--- src/rtl/instr_fetch_sequencer_if.sv ---
// Bus between the PC/program loader and the instruction fetch sequencer.
// The master side drives the fetch address and the program-load port. The slave side returns the decoded instruction and the strobes.
interface instr_fetch_sequencer_if #(
    parameter int ADDR_W  = 5,
    parameter int INSTR_W = 16
);
    logic [ADDR_W-1:0]  address;
    logic               prog_we;
    logic [ADDR_W-1:0]  prog_addr;
    logic [INSTR_W-1:0] prog_data;
    logic [INSTR_W-1:0] instr;
    logic [3:0]         func;
    logic [3:0]         rd;
    logic [3:0]         rs;
    logic [3:0]         rt;
    logic               alu_en;
    logic               reg_we;
    logic [2:0]         phase;
    logic               halted;

    modport master (
        output address, prog_we, prog_addr, prog_data,
        input  instr, func, rd, rs, rt, alu_en, reg_we, phase, halted
    );

    modport slave (
        input  address, prog_we, prog_addr, prog_data,
        output instr, func, rd, rs, rt, alu_en, reg_we, phase, halted
    );
endinterface

--- src/rtl/instr_fetch_sequencer.sv ---
// Instruction store, instruction register and phase sequencer for the simple processor.
// Single-cycle ops take one clock. Multi-cycle ops take five clocks: FETCH, EXEC0-2, WB.
module instr_fetch_sequencer #(
    parameter int         ADDR_W    = 5,
    parameter int         INSTR_W   = 16,
    parameter logic [3:0] MC_THRESH = 4'b0010
) (
    input logic                   clk,
    input logic                   rst,
    instr_fetch_sequencer_if.slave bus
);
    localparam int DEPTH = 2 ** ADDR_W;

    typedef enum logic [2:0] {
        FETCH = 3'd0,
        EXEC0 = 3'd1,
        EXEC1 = 3'd2,
        EXEC2 = 3'd3,
        WB    = 3'd4,
        HALT  = 3'd7
    } phase_t;

    logic [INSTR_W-1:0] mem [DEPTH];
    logic [INSTR_W-1:0] instr_q;
    logic [INSTR_W-1:0] fetch_word;
    logic [3:0]         fetch_func;
    phase_t             state;
    logic               alu_en_q;
    logic               reg_we_q;
    logic               halted_q;

    // The store has no reset, so a preloaded program survives rst.
    always_ff @(posedge clk) begin
        if (bus.prog_we)
            mem[bus.prog_addr] <= bus.prog_data;
    end

    // The read is combinational and the store updates on the edge, so a same-cycle write returns the old word.
    assign fetch_word = mem[bus.address];
    assign fetch_func = fetch_word[INSTR_W-1 -: 4];

    always_ff @(posedge clk or posedge rst) begin
        if (rst) begin
            state    <= FETCH;
            instr_q  <= '0;
            alu_en_q <= 1'b0;
            reg_we_q <= 1'b0;
            halted_q <= 1'b0;
        end else begin
            case (state)
                FETCH: begin
                    instr_q <= fetch_word;
                    if (fetch_func == 4'hF) begin
                        state    <= HALT;
                        halted_q <= 1'b1;
                        alu_en_q <= 1'b0;
                        reg_we_q <= 1'b0;
                    end else if (fetch_func < MC_THRESH) begin
                        state    <= FETCH;
                        alu_en_q <= 1'b0;
                        reg_we_q <= 1'b1;
                    end else begin
                        state    <= EXEC0;
                        alu_en_q <= 1'b1;
                        reg_we_q <= 1'b0;
                    end
                end
                EXEC0: begin
                    state    <= EXEC1;
                    alu_en_q <= 1'b1;
                    reg_we_q <= 1'b0;
                end
                EXEC1: begin
                    state    <= EXEC2;
                    alu_en_q <= 1'b1;
                    reg_we_q <= 1'b0;
                end
                EXEC2: begin
                    state    <= WB;
                    alu_en_q <= 1'b0;
                    reg_we_q <= 1'b1;
                end
                WB: begin
                    state    <= FETCH;
                    alu_en_q <= 1'b0;
                    reg_we_q <= 1'b0;
                end
                HALT: begin
                    state    <= HALT;
                    alu_en_q <= 1'b0;
                    reg_we_q <= 1'b0;
                    halted_q <= 1'b1;
                end
                default: begin
                    state    <= FETCH;
                    alu_en_q <= 1'b0;
                    reg_we_q <= 1'b0;
                end
            endcase
        end
    end

    assign bus.instr  = instr_q;
    assign bus.func   = instr_q[15:12];
    assign bus.rd     = instr_q[11:8];
    assign bus.rs     = instr_q[7:4];
    assign bus.rt     = instr_q[3:0];
    assign bus.alu_en = alu_en_q;
    assign bus.reg_we = reg_we_q;
    assign bus.phase  = state;
    assign bus.halted = halted_q;
endmodule

--- src/flat_wrapper.sv ---
// flat-port wrapper written by rule: the top's interface ports become plain ports
module instr_fetch_sequencer_flat 
#(
    parameter int         ADDR_W    = 5,
    parameter int         INSTR_W   = 16,
    parameter logic [3:0] MC_THRESH = 4'b0010
)
  (clk, rst, bus_address, bus_prog_we, bus_prog_addr, bus_prog_data, bus_instr, bus_func, bus_rd, bus_rs, bus_rt, bus_alu_en, bus_reg_we, bus_phase, bus_halted);
  instr_fetch_sequencer_if #(.ADDR_W(ADDR_W), .INSTR_W(INSTR_W)) bus_i ();
  input logic clk;
  input logic rst;
  input wire logic [$bits(bus_i.address)-1:0] bus_address;
  input wire logic [$bits(bus_i.prog_we)-1:0] bus_prog_we;
  input wire logic [$bits(bus_i.prog_addr)-1:0] bus_prog_addr;
  input wire logic [$bits(bus_i.prog_data)-1:0] bus_prog_data;
  output wire logic [$bits(bus_i.instr)-1:0] bus_instr;
  output wire logic [$bits(bus_i.func)-1:0] bus_func;
  output wire logic [$bits(bus_i.rd)-1:0] bus_rd;
  output wire logic [$bits(bus_i.rs)-1:0] bus_rs;
  output wire logic [$bits(bus_i.rt)-1:0] bus_rt;
  output wire logic [$bits(bus_i.alu_en)-1:0] bus_alu_en;
  output wire logic [$bits(bus_i.reg_we)-1:0] bus_reg_we;
  output wire logic [$bits(bus_i.phase)-1:0] bus_phase;
  output wire logic [$bits(bus_i.halted)-1:0] bus_halted;
  assign bus_i.address = bus_address;
  assign bus_i.prog_we = bus_prog_we;
  assign bus_i.prog_addr = bus_prog_addr;
  assign bus_i.prog_data = bus_prog_data;
  assign bus_instr = bus_i.instr;
  assign bus_func = bus_i.func;
  assign bus_rd = bus_i.rd;
  assign bus_rs = bus_i.rs;
  assign bus_rt = bus_i.rt;
  assign bus_alu_en = bus_i.alu_en;
  assign bus_reg_we = bus_i.reg_we;
  assign bus_phase = bus_i.phase;
  assign bus_halted = bus_i.halted;
  instr_fetch_sequencer #(.ADDR_W(ADDR_W), .INSTR_W(INSTR_W), .MC_THRESH(MC_THRESH)) u_core (.clk(clk), .rst(rst), .bus(bus_i));
endmodule
--- config.mk ---
export PLATFORM = sky130hd
export DESIGN_NAME = instr_fetch_sequencer_flat
export DESIGN_NICKNAME = d
export VERILOG_FILES = /design/src/rtl/instr_fetch_sequencer_if.sv /design/src/rtl/instr_fetch_sequencer.sv /design/src/flat_wrapper.sv
export SDC_FILE = /design/constraint.sdc
export NUM_CORES = 1
export LEC_CHECK = 0
export CAP_MARGIN = 20
export CELL_PAD_IN_SITES_DETAIL_PLACEMENT = 1
export CELL_PAD_IN_SITES_GLOBAL_PLACEMENT = 1
export CORE_MARGIN = 10
export CORE_UTILIZATION = 49
export CTS_BUF_LIST = sky130_fd_sc_hd__clkbuf_16
export CTS_CLUSTER_DIAMETER = 50
export DETAILED_ROUTE_END_ITERATION = 10
export PLACE_DENSITY = 0.81
export SYNTH_ARGS = -nofsm -noshare
export SYNTH_HDL_FRONTEND = slang
export SYNTH_SLANG_ARGS = --single-unit
--- constraint.sdc ---
create_clock -name clk -period 2.2 [get_ports clk]
set_clock_uncertainty 0.05 [all_clocks]
set_input_delay 0.55 -clock clk [delete_from_list [all_inputs] [get_ports clk]]
set_output_delay 0.55 -clock clk [all_outputs]
set_load 0.05 [all_outputs]
After elaboration in Yosys (flattened, before gate mapping)
Memories as Yosys holds them, arrays and structs flattened.
Cells that the tools add are included.
{"block": "totals", "regBits": 22, "mem_bits_rw": 512, "out_inout_bits": 38, "word_cells": 30, "mem_count": 1}
{"block": "classes", "order_cmp": 1, "eq_ne": 6, "n_mux": 13, "n_reduce_logical": 4}
{"name": "u_core.mem", "depth": 32, "word_bits": 16, "rd": 1, "rd_ports_with_merged_regs": 0, "write_ports": 1, "line_no": "instr_fetch_sequencer.sv:23", "text": "logic [INSTR_W-1:0] mem [DEPTH];"}
{"op": "case mux 3 bit (5 select lines)", "n": 1}
{"op": "2-to-1 mux 1 bit", "n": 8}
{"op": "== test 3 x 2 -> 1 bit (second input constant)", "n": 2}
{"op": "case mux 1 bit (2 select lines)", "n": 3}
{"op": "== test 4 bit (second input constant)", "n": 1}
{"op": "< comparator 4 x 2 -> 1 bit (second input constant)", "n": 1}
{"op": "== test 3 x 1 -> 1 bit (second input constant)", "n": 1}
{"op": "== test 3 bit (second input constant)", "n": 1}
{"op": "zero test 3 bit", "n": 1}
{"op": "2-to-1 mux 3 bit", "n": 1}
{"op": "inequality test 2 x 1 -> 1 bit (second input constant)", "n": 1}
{"op": "AND reduction 2 bit", "n": 1}
{"op": "nonzero test 2 bit", "n": 1}
{"op": "OR reduction 2 bit", "n": 1}

Longest topological paths before layout
Gate-level depths: netlist of run 1.
An unclocked memory read counts as a cell.
{"block": "depth", "ltp_word": 5, "depth_mapped": 10}

Worst setup path after synthesis of run 1
No wires, ideal clock.
{"block": "synth_path", "path_type": "input port to flip-flop", "start": "in bus_address[1]", "end": "reg u_core.instr_q[9], in the netlist u_core.bus.instr[9]", "t_arrival_ns": 2.563, "required_time_ns": 2.013, "slack_ns": -0.551, "path_stages": 9, "path_buffers": 5, "path_cell_list": "buf_6 -> buf_6 -> buf_2 -> buf_2 -> buf_1 -> mux4_2 -> mux4_2 -> mux2i_1 -> a21oi_1"}
{"block": "synth_between", "elab_chain_len": 1}
{"item": "from (decl)", "line_no": "flat_wrapper.sv:12", "text": "input wire logic [$bits(bus_i.address)-1:0] bus_address;"}
{"item": "memory read (32 x 16 bit)"}
{"item": "to (signal assigned)", "line_no": "instr_fetch_sequencer.sv:52", "text": "instr_q <= fetch_word;"}
{"item": "to (decl)", "line_no": "instr_fetch_sequencer.sv:24", "text": "logic [INSTR_W-1:0] instr_q;"}
No other way between the ends.
A chain may end at the register's enable or synchronous reset.

Worst setup path after layout of run 1
{"block": "layout_path", "start": "mem u_core.mem[15][13]", "end": "reg u_core.state[1], in the netlist u_core.bus.phase[1]"}
{"block": "layout_between", "elab_chain_len": 4}
{"item": "from (decl)", "line_no": "instr_fetch_sequencer.sv:23"}
{"item": "memory read (32 x 16 bit)"}
{"item": "== test 4 bit", "line_no": "instr_fetch_sequencer.sv:53", "text": "if (fetch_func == 4'hF) begin"}
{"item": "2-to-1 mux 3 bit", "line_no": "instr_fetch_sequencer.sv:53"}
{"item": "case mux 3 bit (5 select lines)", "line_no": "instr_fetch_sequencer.sv:50", "text": "case (state)"}
{"item": "to (signal assigned)", "line_no": "instr_fetch_sequencer.sv:54", "text": "state <= HALT;"}
{"item": "to (signal assigned)", "line_no": "instr_fetch_sequencer.sv:59", "text": "state <= FETCH;"}
{"item": "to (signal assigned)", "line_no": "instr_fetch_sequencer.sv:63", "text": "state <= EXEC0;"}
{"item": "to (decl)", "line_no": "instr_fetch_sequencer.sv:27", "text": "phase_t state;"}
No other way between the ends.

==> results of run 1 <==
registers in the layout (all words and copies together) (netlist names):
name and count:
u_core.mem 512, u_core.bus.instr 16, u_core.bus.phase 3, u_core.bus.alu_en 1
u_core.bus.halted 1, u_core.bus.reg_we 1
how the worst max path moves through the flow:
| stage | start | endpoint | slack [ns] | cells past startpoint |
|---|---|---|---|---|
| floorplan | bus_address[1] | u_core.bus.phase[1] | -0.31 | 7 |
| global placement | bus_address[1] | u_core.bus.instr[4] | -0.87 | 6 |
| detailed placement | bus_address[1] | u_core.bus.instr[4] | -0.88 | 6 |
| CTS | u_core.mem[15][13] | u_core.bus.reg_we | -0.13 | 6 |
| global route | u_core.mem[15][13] | u_core.bus.reg_we | -0.20 | 6 |
| finish | u_core.mem[15][13] | u_core.bus.phase[1] | -0.14 | 5 |
synthesized netlist by cell type, drive strengths merged, types with 2 or more instances:
| cell type | count |
|---|---|
| dfrtp | 22 |
| clkbuf | 13 |
| mux2 | 2 |
| mux4 | 150 |
| edfxtp | 512 |
| nand3b | 5 |
| buf | 49 |
| xnor2 | 2 |
| a211oi | 3 |
| nand2 | 8 |
| mux2i | 25 |
| a21oi | 18 |
| nand3 | 3 |
| nor2b | 6 |
| o22ai | 2 |
| a22o | 2 |
| nor2 | 52 |
| a2111oi | 2 |
| or3b | 2 |
worst max-delay path, cell delays in order (launching register included):
cell	delay, ns
edfxtp_1	0.39
mux4_2	0.51
mux4_2	0.55
mux2i_4	0.32
nor4_4	0.09
o32a_1	0.30
stage by stage:
step                      instance area, µm²  TNS (ns)
after floorplan                        20700     -4.29
after global routing                   24700     -1.05
after global placement                 23000    -67.32
after CTS                              24700    -0.627
after detailed placement               23000   -104.98
final                                  24700    -0.635
area by class of cell:
cell class | instances | area share, %
Multi-Input combinational cell | 297 | 17.9
Tap cell | 532 | 2.69
Inverter | 1 | 0.0152
Sequential cell | 534 | 64.4
Clock inverter | 44 | 1.48
Clock buffer | 53 | 5.37
Timing Repair Buffer | 185 | 8.07
timing repair:
action | in CTS | in global routing
pin swaps | 1 | 2
setup endpoints to repair | 35 | 13
hold buffers | 0 | 0
resized for setup | 27 | 8
layer usage:
metal / global-route usage (%) / routed length, µm / part of all wire (%) / up-vias
met2: 38.7 / 29300 / 51 / 702
met5: 0 / 0 / 0 / -
met4: 8.07 / 1800 / 3.1 / 0
li1: - / - / - / 4128
met1: 30.5 / 21800 / 38 / 5743
met3: 4.40 / 5010 / 8.7 / 115
power breakdown:
| group | leakage, µW | switching (µW) | internal [µW] |
|---|---|---|---|
| sequential | 0.00486 | 346 | 11500 |
| clock | 0.000873 | 3880 | 5090 |
| combinational | 0.00233 | 2360 | 1130 |
cells by family (layout without fill, tap and decap cells):
| kind of cell | Yosys count | after routing |
|---|---|---|
| AO/OA/AOI/OAI | 35 | 35 |
| XOR/XNOR | 2 | 2 |
| buffers and inverters | 63 | 283 |
| flip-flops | 534 | 534 |
| multiplexers | 177 | 177 |
| AND/OR/NAND/NOR | 83 | 83 |
==> impl_metrics.json, run 1 <==
{
  "grt-ovfl-total": 0,
  "cts_setup_buffers": 0,
  "routed_wl_um": 57900,
  "fmax_ghz": 0.428,
  "finalHoldViolCount": 0,
  "regArea_um2": 15900,
  "fin_util_pct": 60.0,
  "areaGrowthSynthToFinish_pct": 20.2,
  "die_h_um": 225,
  "rows": 74,
  "layout_common_cells": "512 x edfxtp_1, 150 x mux4_2, 99 x buf_4",
  "synth.distinct_cells": 40,
  "synth_compound_area_share_pct": 1.10,
  "num-nets-final": 1101,
  "antenna_cells": 0,
  "syn-num-nets": 923,
  "place_hpwl_um": 32100,
  "final_common_cell": "edfxtp_1",
  "final_cells": 1646,
  "r2r-start": "u_core.mem[15][13]",
  "clk_latency_ns": 0.59,
  "final-setup-viol-count": 6,
  "wire_per_inst_um": 35.2,
  "drtAntennaViolNets": 0,
  "grt_pass1_wl_um": 83100,
  "drive_gt1_share_pct": 37.6,
  "synth-xor-area-share_pct": 0.0852,
  "r2r_slack_ns": -0.14,
  "clockBufferDepth": 3,
  "ir_drop_mv": 1.01,
  "ys_warn_count": 0,
  "violations": "setup timing",
  "fill_cells": 3359,
  "drc": 0,
  "io_buffers": 66,
  "rsz0062_at_grt": "true",
  "clkSinkCount": 534,
  "slew_viol_final": 0,
  "synth-adder-area-share_pct": 0,
  "cts-root-buf": "clkbuf_16",
  "start_kind": "flop",
  "drt_first_pass_iters": 5,
  "finalCritPeriodShare_pct": 106,
  "first_global_vias": 11200,
  "max_cap_violations": 0,
  "die_x_um": 225,
  "postLayoutSetupSlackWorst_ns": -0.139,
  "final.min_clock_period_ns": 2.34,
  "cp_data_arrival_time_ns": 2.74,
  "h-tree-depth": 2,
  "multi_input_area_um2": 4440,
  "slew_headroom_pct": 60.8,
  "via_per_inst": 6.49,
  "path_class": "flop to flop",
  "synthMuxAreaShare_pct": 17.8,
  "antenna_found_initial": 0,
  "grt_max_degree": 37,
  "worst_slew_pin_slew_ns": 0.588,
  "core_um2": 41200,
  "synth-async-reset-ratio_pct": 4.12,
  "vias": 10700,
  "power_uw": 24300,
  "r2r_cells": 5,
  "holdCritPathClass": "input pin to async pin",
  "holdWs_ns": 0.276,
  "post-place-ws_ns": -0.885,
  "synth_edf_count": 512,
  "track_usage_pct": 23.3,
  "clk_pin_slew_ns": 0.06,
  "yosysSeqAreaShare_pct": 77.5,
  "yosysTopAreaCell": "edfxtp_1",
  "synth_flop_cell": "edfxtp_1",
  "power_density_nw_per_um2": 981,
  "cp-end-kind": "flop",
  "synth-simple-area-share_pct": 1.86,
  "drt_iter0_drc": 1449,
  "gp_congestion": 0.789,
  "yosys_register_bits": 534,
  "numPlacedInstances": 1549,
  "synth_area_per_cell_um2": 23.0,
  "reg2reg_to": "u_core.bus.phase[1]",
  "crit_fanout": 4,
  "synth_top_family_by_area": "multiplexers",
  "status": "complete, but fails checks",
  "leakage_uw": 0.00806,
  "cts_tree": "yes",
  "synth_top_area_share_pct": 74.8,
  "cts_made_buffers": 53,
  "die_area_um2": 50500,
  "boundaryPins": 67,
  "syn-instance-count": 894,
  "required_ns": 2.60,
  "synthTopCellsByArea": "edfxtp_1 75%, mux4_2 16%, dfrtp_1 2.7%",
  "initial_core_util_pct": 49.9,
  "synth_area_um2": 20600
}
(Power assumes the default switching activity.)
==> inputs of run 2 (changes only) <==
--- a/config.mk
+++ b/config.mk
@@ -14,6 +14,7 @@
 export CTS_CLUSTER_DIAMETER = 50
 export DETAILED_ROUTE_END_ITERATION = 10
 export PLACE_DENSITY = 0.81
+export SETUP_SLACK_MARGIN = 0.2
 export SYNTH_ARGS = -nofsm -noshare
 export SYNTH_HDL_FRONTEND = slang
 export SYNTH_SLANG_ARGS = --single-unit
==> run 2 against run 1 <==
  * The flow still finishes with violations (setup timing)
  * Wire length is 4.5% higher
  * Clock power grew 4.8%
  * Register-to-register slack gained 0.03 ns
  * Worst setup slack improved by 0.030 ns
  * Combinational power is 8.3% higher
  * Critical path type unchanged
  * Largest cell class unchanged
  * Die area unchanged
  * Largest power group unchanged
  * Non-clock buffer count up 26
  * Core utilization is 1.3 points higher
==> impl_metrics.json, run 2 (synthesized netlist as in run 1, its figures left out) <==
{
  "placed_area_um2": 23200,
  "place_hpwl_um": 33800,
  "h-tree-depth": 2,
  "die_area_um2": 50500,
  "crit_fanout": 3,
  "routed_wl_um": 60500,
  "final_cells": 1676,
  "power_density_nw_per_um2": 989,
  "fin_util_pct": 61.3,
  "rsz0062_at_grt": "true",
  "worst_slew_pin_slew_ns": 0.516,
  "drive_gt1_share_pct": 41.3,
  "largest_register_ffs": 512,
  "core_um2": 41200,
  "cts-root-buf": "clkbuf_16",
  "rows": 74,
  "leakage_uw": 0.00827,
  "fmax_ghz": 0.433,
  "drt_first_pass_iters": 5,
  "via_per_inst": 6.49,
  "areaGrowthSynthToFinish_pct": 22.8,
  "gp_congestion": 0.809,
  "required_ns": 2.63,
  "clockBufferDepth": 3,
  "vias": 10900,
  "grt-ovfl-total": 0,
  "postLayoutSetupSlackWorst_ns": -0.109,
  "regMostFlops": "u_core.mem",
  "die_h_um": 225,
  "io_buffers": 66,
  "die_x_um": 225,
  "numPlacedInstances": 1559,
  "violations": "setup timing",
  "track_usage_pct": 24.0,
  "final_common_cell": "edfxtp_1",
  "cp-end-kind": "flop",
  "drtAntennaViolNets": 0,
  "cts_made_buffers": 54,
  "first_global_vias": 11600,
  "grt_max_degree": 37,
  "final-setup-viol-count": 7,
  "layout_common_cells": "512 x edfxtp_1, 150 x mux4_2, 110 x buf_4",
  "finalHoldViolCount": 0,
  "clk_latency_ns": 0.62,
  "final.min_clock_period_ns": 2.31,
  "status": "complete, but fails checks",
  "clk_pin_slew_ns": 0.07,
  "drt_iter0_drc": 1492,
  "ir_drop_mv": 0.617,
  "boundaryPins": 67,
  "slew_viol_final": 0,
  "holdCritPathClass": "input pin to async pin",
  "slew_headroom_pct": 65.6,
  "cp_data_arrival_time_ns": 2.74,
  "max_cap_violations": 0,
  "cts_tree": "yes",
  "ctsHoldBuffers": 0,
  "start_kind": "flop",
  "final_cell_area_um2": 25200,
  "grt_pass1_wl_um": 85900,
  "initial_core_util_pct": 49.9,
  "finalCritPeriodShare_pct": 105,
  "antenna_found_initial": 2,
  "wire_per_inst_um": 36.1,
  "holdWs_ns": 0.248,
  "path_class": "flop to flop",
  "num-nets-final": 1128,
  "clkSinkCount": 534,
  "drc": 0
}
-- run 2: cell type report --
class / count / area (µm²)
multi-input cells: 297 / 4550
clock buffers: 55 / 1380
well taps: 532 / 666
flip-flops and latches: 534 / 15900
clock inverters: 45 / 397
diodes: 1 / 2.50
repair buffers: 211 / 2330
inverters: 1 / 3.75
fillers: 3317 / 16000
-- run 2: through the flow --
step | setup TNS [ns] | worst slack (ns) | power (µW)
4_1_cts | -0.434 | -0.0958 | 24900
5_1_grt | -0.835 | -0.148 | 25600
3_3_place_gp | -56.66 | -0.641 | 15400
2_1_floorplan | -4.37 | -0.309 | 14300
6_report | -0.579 | -0.109 | 25000
3_5_place_dp | -84.94 | -0.874 | 15600
-- run 2: worst paths after layout --
check | start | end | slack, ns | depth (start not counted)
worst max register to register | u_core.mem[22][13] | u_core.bus.phase[0] | -0.11 | 5
max in group asynchronous | rst | u_core.bus.phase[2] | 1.49 | 3
min in group clk | u_core.bus.halted | u_core.bus.halted | 0.50 | 1
worst max-delay path | u_core.mem[22][13] | u_core.bus.phase[0] | -0.11 | 5
worst min register to register | u_core.bus.halted | u_core.bus.halted | 0.50 | 1
worst min-delay path | rst | u_core.bus.instr[3] | 0.25 | 3
-- run 2: repair_timing --
action                                 CTS  global route
resized for setup                       99            18
endpoints found under the hold margin    0             0
buffers inserted                         6             8
gates cloned                             0             2
setup endpoints to repair               41            25
pin swaps                                6             5
-- run 2: where the power goes --
part | switching [µW] | leakage, µW | total [µW] | internal (µW)
sequential | 342 | 0.00486 | 11800 | 11500
clock | 4110 | 0.000899 | 9390 | 5270
combinational | 2530 | 0.00252 | 3780 | 1250
total | 6990 | 0.00827 | 25000 | 18000
-- run 2: worst max-delay path, stage by stage (launching register included) --
cell	delay, ns
edfxtp_1	0.38
mux4_2	0.51
mux4_2	0.53
mux2i_4	0.28
nand3_2	0.17
a22o_1	0.24
-- run 2: routing by layer --
layer | routed length (µm) | track usage, % | part of all wire, %
met1 | 22800 | 31.9 | 38
met2 | 30000 | 38.9 | 50
met3 | 5430 | 4.52 | 9.0
met4 | 2170 | 9.12 | 3.6
met5 | 40 | 0 | 0.066
